[config.mk]
export PLATFORM = sky130hd
export DESIGN_NAME = bomb_placer_flat
export DESIGN_NICKNAME = d
export VERILOG_FILES = /design/src/rtl/bomb_placer_pkg.sv /design/src/rtl/bomb_placer_if.sv /design/src/rtl/bomb_placer_lane.sv /design/src/rtl/bomb_placer.sv /design/src/flat_wrapper.sv
export SDC_FILE = /design/constraint.sdc
export NUM_CORES = 1
export LEC_CHECK = 0
export BUFFER_PORTS_ARGS = -buffer_cell sky130_fd_sc_hd__buf_2
export CORE_ASPECT_RATIO = 0.5
export CORE_UTILIZATION = 43
export CTS_BUF_LIST = sky130_fd_sc_hd__clkbuf_16
export CTS_CLUSTER_DIAMETER = 100
export DETAILED_ROUTE_END_ITERATION = 6
export MAX_ROUTING_LAYER = met4
export PLACE_DENSITY = 0.76
export RECOVER_POWER = 100
export SETUP_SLACK_MARGIN = 0.02
export SLEW_MARGIN = 25
export SYNTH_ARGS = -nofsm -noshare
export SYNTH_HDL_FRONTEND = slang
export SYNTH_SLANG_ARGS = --single-unit
[constraint.sdc]
create_clock -name clk -period 3.6 [get_ports clk]
set_input_delay 0.72 -clock clk [delete_from_list [all_inputs] [get_ports clk]]
set_output_delay 0.72 -clock clk [all_outputs]
set_load 0.005 [all_outputs]
[src/rtl/bomb_placer_pkg.sv]
// Shared definitions for the bomb placer: map geometry, state encodings,
// and the map index / bounds helpers used by both lanes and the top.
package bomb_placer_pkg;

  localparam int GRID             = 10;
  localparam int CELLS            = GRID * GRID;
  localparam int IDX_W            = 7;
  localparam int COOLDOWN_DEFAULT = 4;
  localparam int CD_W             = 3;

  typedef enum logic [1:0] {
    RUNNING = 2'd0,
    B_WINS  = 2'd1,
    A_WINS  = 2'd2,
    DRAW    = 2'd3
  } gameState_e;

  typedef enum logic [1:0] {
    BOMB_NONE    = 2'b00,
    BOMB_COUNT1  = 2'b01,
    BOMB_COUNT2  = 2'b10,
    BOMB_EXPLODE = 2'b11
  } bombState_e;

  typedef enum logic {
    LANE_IDLE    = 1'b0,
    LANE_PENDING = 1'b1
  } laneState_e;

  // Row-major map index; only meaningful for in-play coordinates.
  function automatic logic [IDX_W-1:0] cell_idx(input logic [3:0] x, input logic [3:0] y);
    return IDX_W'(GRID) * {3'b000, x} + {3'b000, y};
  endfunction

  // Playable coordinates exclude the border walls.
  function automatic logic in_play(input logic [3:0] v);
    return (v != 4'd0) && (v <= 4'(GRID - 2));
  endfunction

endpackage

[src/rtl/bomb_placer_if.sv]
// Issued-bomb bus from the placer to the map updater, plus cooldown display.
interface bomb_placer_if;
  import bomb_placer_pkg::*;

  logic [3:0]      bombA_x;
  logic [3:0]      bombA_y;
  logic            bombA_v;
  logic [3:0]      bombB_x;
  logic [3:0]      bombB_y;
  logic            bombB_v;
  logic [CD_W-1:0] cooldownA;
  logic [CD_W-1:0] cooldownB;

  modport master (
    output bombA_x, bombA_y, bombA_v,
    output bombB_x, bombB_y, bombB_v,
    output cooldownA, cooldownB
  );

  modport slave (
    input bombA_x, bombA_y, bombA_v,
    input bombB_x, bombB_y, bombB_v,
    input cooldownA, cooldownB
  );

endinterface

[src/rtl/bomb_placer_lane.sv]
// One player's lane: button edge detect, pending request latch, cooldown
// counter, legality check and the tick-held bomb output registers.
module bomb_placer_lane
  import bomb_placer_pkg::*;
#(
  parameter int COOLDOWN_TICKS = COOLDOWN_DEFAULT
) (
  input  logic            clk,
  input  logic            rst,
  input  logic            bombTick,
  input  logic            btn,
  input  logic [3:0]      posX,
  input  logic [3:0]      posY,
  input  logic [1:0]      health,
  input  logic            gameRunning,
  input  logic            cellFree,
  input  logic            suppress,
  output logic [3:0]      reqX,
  output logic [3:0]      reqY,
  output logic            legal,
  output logic            bombV,
  output logic [3:0]      bombX,
  output logic [3:0]      bombY,
  output logic [CD_W-1:0] cooldown
);

  laneState_e      stateReg, stateNext;
  logic            btnPrevReg;
  logic [3:0]      reqXReg, reqYReg, reqXNext, reqYNext;
  logic            bombVReg, bombVNext;
  logic [3:0]      bombXReg, bombYReg, bombXNext, bombYNext;
  logic [CD_W-1:0] cdReg, cdNext;
  logic            alive, rise, issue;

  assign alive = (health != 2'd0);
  assign rise  = btn & ~btnPrevReg;
  assign legal = (stateReg == LANE_PENDING) && in_play(reqXReg) && in_play(reqYReg)
                 && cellFree && alive && gameRunning;
  assign issue = legal & ~suppress;

  // State registers; reset also clears the edge detector so a held button
  // coming out of reset counts as a fresh press.
  always_ff @(posedge clk) begin
    if (rst) begin
      stateReg   <= LANE_IDLE;
      btnPrevReg <= 1'b0;
      reqXReg    <= '0;
      reqYReg    <= '0;
      bombVReg   <= 1'b0;
      bombXReg   <= '0;
      bombYReg   <= '0;
      cdReg      <= '0;
    end else begin
      stateReg   <= stateNext;
      btnPrevReg <= btn;
      reqXReg    <= reqXNext;
      reqYReg    <= reqYNext;
      bombVReg   <= bombVNext;
      bombXReg   <= bombXNext;
      bombYReg   <= bombYNext;
      cdReg      <= cdNext;
    end
  end

  // Tick evaluation first (using the old pending state), then press capture
  // against the post-tick cooldown so a press during our own issue is lost.
  always_comb begin
    stateNext = stateReg;
    reqXNext  = reqXReg;
    reqYNext  = reqYReg;
    bombVNext = bombVReg;
    bombXNext = bombXReg;
    bombYNext = bombYReg;
    cdNext    = cdReg;
    if (bombTick) begin
      stateNext = LANE_IDLE;
      if (issue) begin
        bombVNext = 1'b1;
        bombXNext = reqXReg;
        bombYNext = reqYReg;
        cdNext    = CD_W'(COOLDOWN_TICKS);
      end else begin
        bombVNext = 1'b0;
        if (cdReg != '0) cdNext = cdReg - 1'b1;
      end
    end
    if (rise && (stateNext == LANE_IDLE) && (cdNext == '0) && alive) begin
      stateNext = LANE_PENDING;
      reqXNext  = posX;
      reqYNext  = posY;
    end
  end

  assign reqX     = reqXReg;
  assign reqY     = reqYReg;
  assign bombV    = bombVReg;
  assign bombX    = bombXReg;
  assign bombY    = bombYReg;
  assign cooldown = cdReg;

endmodule

[src/rtl/bomb_placer.sv]
// Bomb placer top: two player lanes, the bomb map lookup for each pending
// request, and A-over-B arbitration when both target the same cell.
module bomb_placer
  import bomb_placer_pkg::*;
#(
  parameter int COOLDOWN_TICKS = COOLDOWN_DEFAULT
) (
  input  logic             clk,
  input  logic             rst,
  input  logic             bombTick,
  input  logic             btnA,
  input  logic             btnB,
  input  logic [3:0]       playerAx,
  input  logic [3:0]       playerAy,
  input  logic [3:0]       playerBx,
  input  logic [3:0]       playerBy,
  input  logic [1:0]       healthA,
  input  logic [1:0]       healthB,
  input  logic [1:0]       game_state,
  input  logic [CELLS-1:0] i_curBombMap_0,
  input  logic [CELLS-1:0] i_curBombMap_1,
  bomb_placer_if.master    bus
);

  logic [3:0] reqAx, reqAy, reqBx, reqBy;
  logic       legalA, legalB;
  logic       cellFreeA, cellFreeB;
  logic       suppressB;
  logic       gameRunning;

  assign gameRunning = (game_state == RUNNING);

  // The bounds check gates the index so wall/outside coordinates never
  // address the map vectors.
  function automatic logic cellFreeAt(input logic [3:0] x, input logic [3:0] y,
                                      input logic [CELLS-1:0] m0,
                                      input logic [CELLS-1:0] m1);
    logic [IDX_W-1:0] idx;
    if (!(in_play(x) && in_play(y))) return 1'b0;
    idx = cell_idx(x, y);
    return !(m0[idx] | m1[idx]);
  endfunction

  // Map lookup for both pending requests and same-cell arbitration.
  always_comb begin
    cellFreeA = cellFreeAt(reqAx, reqAy, i_curBombMap_0, i_curBombMap_1);
    cellFreeB = cellFreeAt(reqBx, reqBy, i_curBombMap_0, i_curBombMap_1);
    suppressB = legalA && legalB && (reqAx == reqBx) && (reqAy == reqBy);
  end

  bomb_placer_lane #(.COOLDOWN_TICKS(COOLDOWN_TICKS)) laneA (
    .clk(clk), .rst(rst), .bombTick(bombTick), .btn(btnA),
    .posX(playerAx), .posY(playerAy), .health(healthA),
    .gameRunning(gameRunning), .cellFree(cellFreeA), .suppress(1'b0),
    .reqX(reqAx), .reqY(reqAy), .legal(legalA),
    .bombV(bus.bombA_v), .bombX(bus.bombA_x), .bombY(bus.bombA_y),
    .cooldown(bus.cooldownA)
  );

  bomb_placer_lane #(.COOLDOWN_TICKS(COOLDOWN_TICKS)) laneB (
    .clk(clk), .rst(rst), .bombTick(bombTick), .btn(btnB),
    .posX(playerBx), .posY(playerBy), .health(healthB),
    .gameRunning(gameRunning), .cellFree(cellFreeB), .suppress(suppressB),
    .reqX(reqBx), .reqY(reqBy), .legal(legalB),
    .bombV(bus.bombB_v), .bombX(bus.bombB_x), .bombY(bus.bombB_y),
    .cooldown(bus.cooldownB)
  );

endmodule

[src/flat_wrapper.sv]
// flat-port wrapper written by rule: the top's interface ports become plain ports
module bomb_placer_flat import bomb_placer_pkg::*;
#(
  parameter int COOLDOWN_TICKS = COOLDOWN_DEFAULT
)
  (clk, rst, bombTick, btnA, btnB, playerAx, playerAy, playerBx, playerBy, healthA, healthB, game_state, i_curBombMap_0, i_curBombMap_1, bus_bombA_x, bus_bombA_y, bus_bombA_v, bus_bombB_x, bus_bombB_y, bus_bombB_v, bus_cooldownA, bus_cooldownB);
  bomb_placer_if bus_i ();
  input  logic clk;
  input  logic rst;
  input  logic bombTick;
  input  logic btnA;
  input  logic btnB;
  input  logic [3:0] playerAx;
  input  logic [3:0] playerAy;
  input  logic [3:0] playerBx;
  input  logic [3:0] playerBy;
  input  logic [1:0] healthA;
  input  logic [1:0] healthB;
  input  logic [1:0] game_state;
  input  logic [CELLS-1:0] i_curBombMap_0;
  input  logic [CELLS-1:0] i_curBombMap_1;
  output wire logic [$bits(bus_i.bombA_x)-1:0] bus_bombA_x;
  output wire logic [$bits(bus_i.bombA_y)-1:0] bus_bombA_y;
  output wire logic [$bits(bus_i.bombA_v)-1:0] bus_bombA_v;
  output wire logic [$bits(bus_i.bombB_x)-1:0] bus_bombB_x;
  output wire logic [$bits(bus_i.bombB_y)-1:0] bus_bombB_y;
  output wire logic [$bits(bus_i.bombB_v)-1:0] bus_bombB_v;
  output wire logic [$bits(bus_i.cooldownA)-1:0] bus_cooldownA;
  output wire logic [$bits(bus_i.cooldownB)-1:0] bus_cooldownB;
  assign bus_bombA_x = bus_i.bombA_x;
  assign bus_bombA_y = bus_i.bombA_y;
  assign bus_bombA_v = bus_i.bombA_v;
  assign bus_bombB_x = bus_i.bombB_x;
  assign bus_bombB_y = bus_i.bombB_y;
  assign bus_bombB_v = bus_i.bombB_v;
  assign bus_cooldownA = bus_i.cooldownA;
  assign bus_cooldownB = bus_i.cooldownB;
  bomb_placer #(.COOLDOWN_TICKS(COOLDOWN_TICKS)) u_core (.clk(clk), .rst(rst), .bombTick(bombTick), .btnA(btnA), .btnB(btnB), .playerAx(playerAx), .playerAy(playerAy), .playerBx(playerBx), .playerBy(playerBy), .healthA(healthA), .healthB(healthB), .game_state(game_state), .i_curBombMap_0(i_curBombMap_0), .i_curBombMap_1(i_curBombMap_1), .bus(bus_i));
endmodule
==> out/qor.csv <==
stage;metric;value;unit
timing;finalSetupViolations;9;
setup_path;cp.arrival;3.87;ns
setup_path;reg2reg_from;u_core.laneA.reqX[0];
drt;drt-vias-per-instance;5.99;
cts;cts_buffers;5;
timing;timing.final.crit_share;102;%
setup_path;crit_path_start_kind;register;
hold_path;hp-class;reg2reg;
final_layout;layout_common_cells;buf_2, nor2_1, buf_4;
timing;tightest_slew;1.03;ns
grt;overflow;0;
drt;ant_nets;0;
grt;grt.total_usage;32.5;%
cts;clock_sinks;44;
logic_synthesis;yosys.area.top_type_share;17.4;%
floorplan;fp-row-count;27;
status;status;finished with violations;
timing;rsz0062_at_grt;true;
cts;cts_tree;done;
power;p_leak;0.00329;uW
setup_path;r2r-end;u_core.laneB.reqX[1];
logic_synthesis;synth_seq_cells;44;
logic_synthesis;synth_flop_cell;dfxtp_1;
logic_synthesis;synth_cells;619;
setup_path;crit_required;3.80;ns
floorplan;coreArea;0.0112;mm2
logic_synthesis;synth_edf_count;0;
placement;pre_cts_ws;-0.302;ns
final_layout;n_antenna_cell;0;
logic_synthesis;yosysSeqAreaShare;17.4;%
logic_synthesis;synth_area;0.00506;mm2
floorplan;die_h;78.7;um
status;violations;setup timing;
grt;grt_pass1_vias;6060;
logic_synthesis;yosysTopAreaCell;dfxtp_1;
drt;drt-total-wl;21.3;mm
drt;wire_per_inst;19.7;um
grt;antenna_found_initial;0;
timing;final_hold_viol_count;0;
logic_synthesis;yosysWarnings;0;
final_layout;nNetsFinal;1172;
setup_path;reg2reg_depth;12;
drt;drt_iter0_drc;519;
setup_path;critical_path_peak_fanout;7;
cts;path_clk_slew;0.06;ns
placement;gp_congestion;0.996;
cts;cts_htree_levels;2;
final_layout;area_growth;50.8;%
final_layout;n_fill_cell;924;
grt;grt_pass1_wl;30.2;mm
floorplan;io_pins;251;
placement;io_buffers;250;
setup_path;worst-setup-path-type;reg2reg;
setup_path;end_kind;register;
power;p_per_area;334;mW/mm2
timing;slew_viol_final;0;
final_layout;final_common_cell;buf_2;
timing;fmax;0.273;GHz
timing;worst_clock_skew;0.00421;ns
logic_synthesis;syn_nets;870;
cts;cts_buffer_depth;2;
final_layout;final_cell_count_no_fill;1081;
logic_synthesis;synthTopCellsByArea;dfxtp_1, mux4_2, nor2_1;
timing;relSlewSlack;31.2;%
setup_path;setup.worst_path.start;u_core.laneA.reqX[0];
placement;dp_cells;1047;
cts;clk_latency;0.28;ns
power;ir_drop;203;uV
setup_path;crit_end;u_core.laneB.reqX[1];
drt;drc;0;
run;max_cap_violations;0;
final_layout;layout-drive-gt1-share;49.6;%
grt;grt_max_degree;35;
logic_synthesis;async_flop_share;0;%
setup_path;reg2reg_slack;-0.06;ns
drt;vias;6473;
cts;cts_root_buffer;clkbuf_16;
logic_synthesis;avgSynthCellArea;8.18;um2
drt;drt_first_pass_iters;5;
timing;fin_ws;-0.0623;ns
timing;fin_crit;3.66;ns
placement;dp_hpwl;15.6;mm
logic_synthesis;ys_types;76;
floorplan;initial_core_util;45.1;%
floorplan;die_area;0.0122;mm2
floorplan;die_w;155;um
Yosys cell counts (7+ instances only):
cell type,number
o311a_1,9
nand3_1,28
o21ai_0,22
mux2i_1,11
nand2_1,36
nor2_1,106
buf_6,8
buf_2,12
a21oi_1,42
nand4_1,7
dfxtp_1,44
clkbuf_1,22
a31o_1,7
xor2_1,7
nor3_1,41
ha_1,20
mux4_2,32
xnor2_1,16
a211oi_1,9
inv_1,11
o21ai_1,9
critical path, stage by stage (launching register included):
cell	delay (ns)
dfxtp_4	0.36
ha_1	0.34
ha_1	0.31
and3_4	0.20
or3_4	0.40
nand2_1	0.18
nor4_2	0.07
buf_4	0.15
a311o_2	0.39
or4_4	0.60
a21oi_4	0.23
buf_12	0.15
mux2i_1	0.21
layout make-up:
cell class | instances | area (um2) | share of cell area [%]
multi-input cells | 519 | 4280 | 56.0
repair buffers | 337 | 2050 | 26.9
flip-flops and latches | 44 | 892 | 11.7
well taps | 159 | 199 | 2.61
clock buffers | 5 | 125 | 1.64
inverters | 14 | 52.6 | 0.688
clock inverters | 3 | 37.5 | 0.492
timing repair:
action / in CTS / in global routing
gates cloned: 0 / 4
gates resized for setup: 25 / 89
hold buffers: 0 / 0
pin swaps: 12 / 37
endpoints found under the setup margin: 42 / 42
setup buffers: 7 / 16
logic make-up (layout without fill, tap and decap cells):
family / Yosys count / after routing / share of synthesized area [%]
simple gates: 264 / 265 / 25.7
compound gates: 158 / 158 / 21.8
buf+inv: 57 / 359 / 5.78
mux: 47 / 47 / 18.2
flops: 44 / 44 / 17.4
xor+xnor: 25 / 25 / 4.62
fa+ha+maj: 24 / 24 / 6.53
metal layers:
| metal | part of all wire (%) | track usage, % | vias to the layer above |
|---|---|---|---|
| met1 | 40 | 41.9 | 3020 |
| met3 | 9.9 | 4.53 | 80 |
| met4 | 3.7 | 12.7 | 0 |
| met5 | 0 | - | - |
| li1 | - | - | 2957 |
| met2 | 47 | 52.2 | 416 |
power breakdown:
part	switching, uW	internal (uW)
combinational	778	708
clock	188	323
sequential	37.5	518
total	1000	1550
registers in the layout, indices dropped and copies added (netlist names), 3 cells and up:
signal                 cells
u_core.laneA.bombX         4
u_core.laneA.bombY         4
u_core.laneA.reqX          4
u_core.laneA.reqY          4
u_core.laneB.bombX         4
u_core.laneB.bombY         4
u_core.laneB.reqX          4
u_core.laneB.reqY          4
u_core.laneA.cooldown      3
u_core.laneB.cooldown      3
stage by stage:
stage | utilization (%) | power, uW | setup TNS [ns] | hold WS, ns | cell area [um2]
after global routing | 68.1 | 2670 | -2.60 | 0.482 | 7640
after global placement | 60.4 | 1780 | -7.03 | 0.464 | 6780
after floorplan | - | 1350 | 0 | 0.470 | 5060
after CTS | 63.6 | 2380 | 0 | 0.480 | 7140
after detailed placement | 60.4 | 1800 | -9.96 | 0.468 | 6780
final | 68.1 | 2550 | -0.171 | 0.471 | 7640
how the worst min path moves through the flow:
stage | endpoint | slack [ns] | depth (start not counted) | start
2_1_floorplan | u_core.laneB.bombY[1] | 0.47 | 2 | u_core.laneB.bombY[1]
3_3_place_gp | u_core.laneB.bombX[0] | 0.46 | 2 | u_core.laneB.bombX[0]
3_5_place_dp | u_core.laneA.bombX[0] | 0.47 | 2 | u_core.laneA.bombX[0]
4_1_cts | u_core.laneB.bombY[0] | 0.48 | 2 | u_core.laneB.bombY[0]
5_1_grt | u_core.laneA.bombY[2] | 0.48 | 2 | u_core.laneA.bombY[2]
6_report | u_core.laneA.bombY[2] | 0.47 | 2 | u_core.laneA.bombY[2]
No activity file was read; power rests on OpenSTA's default activity.
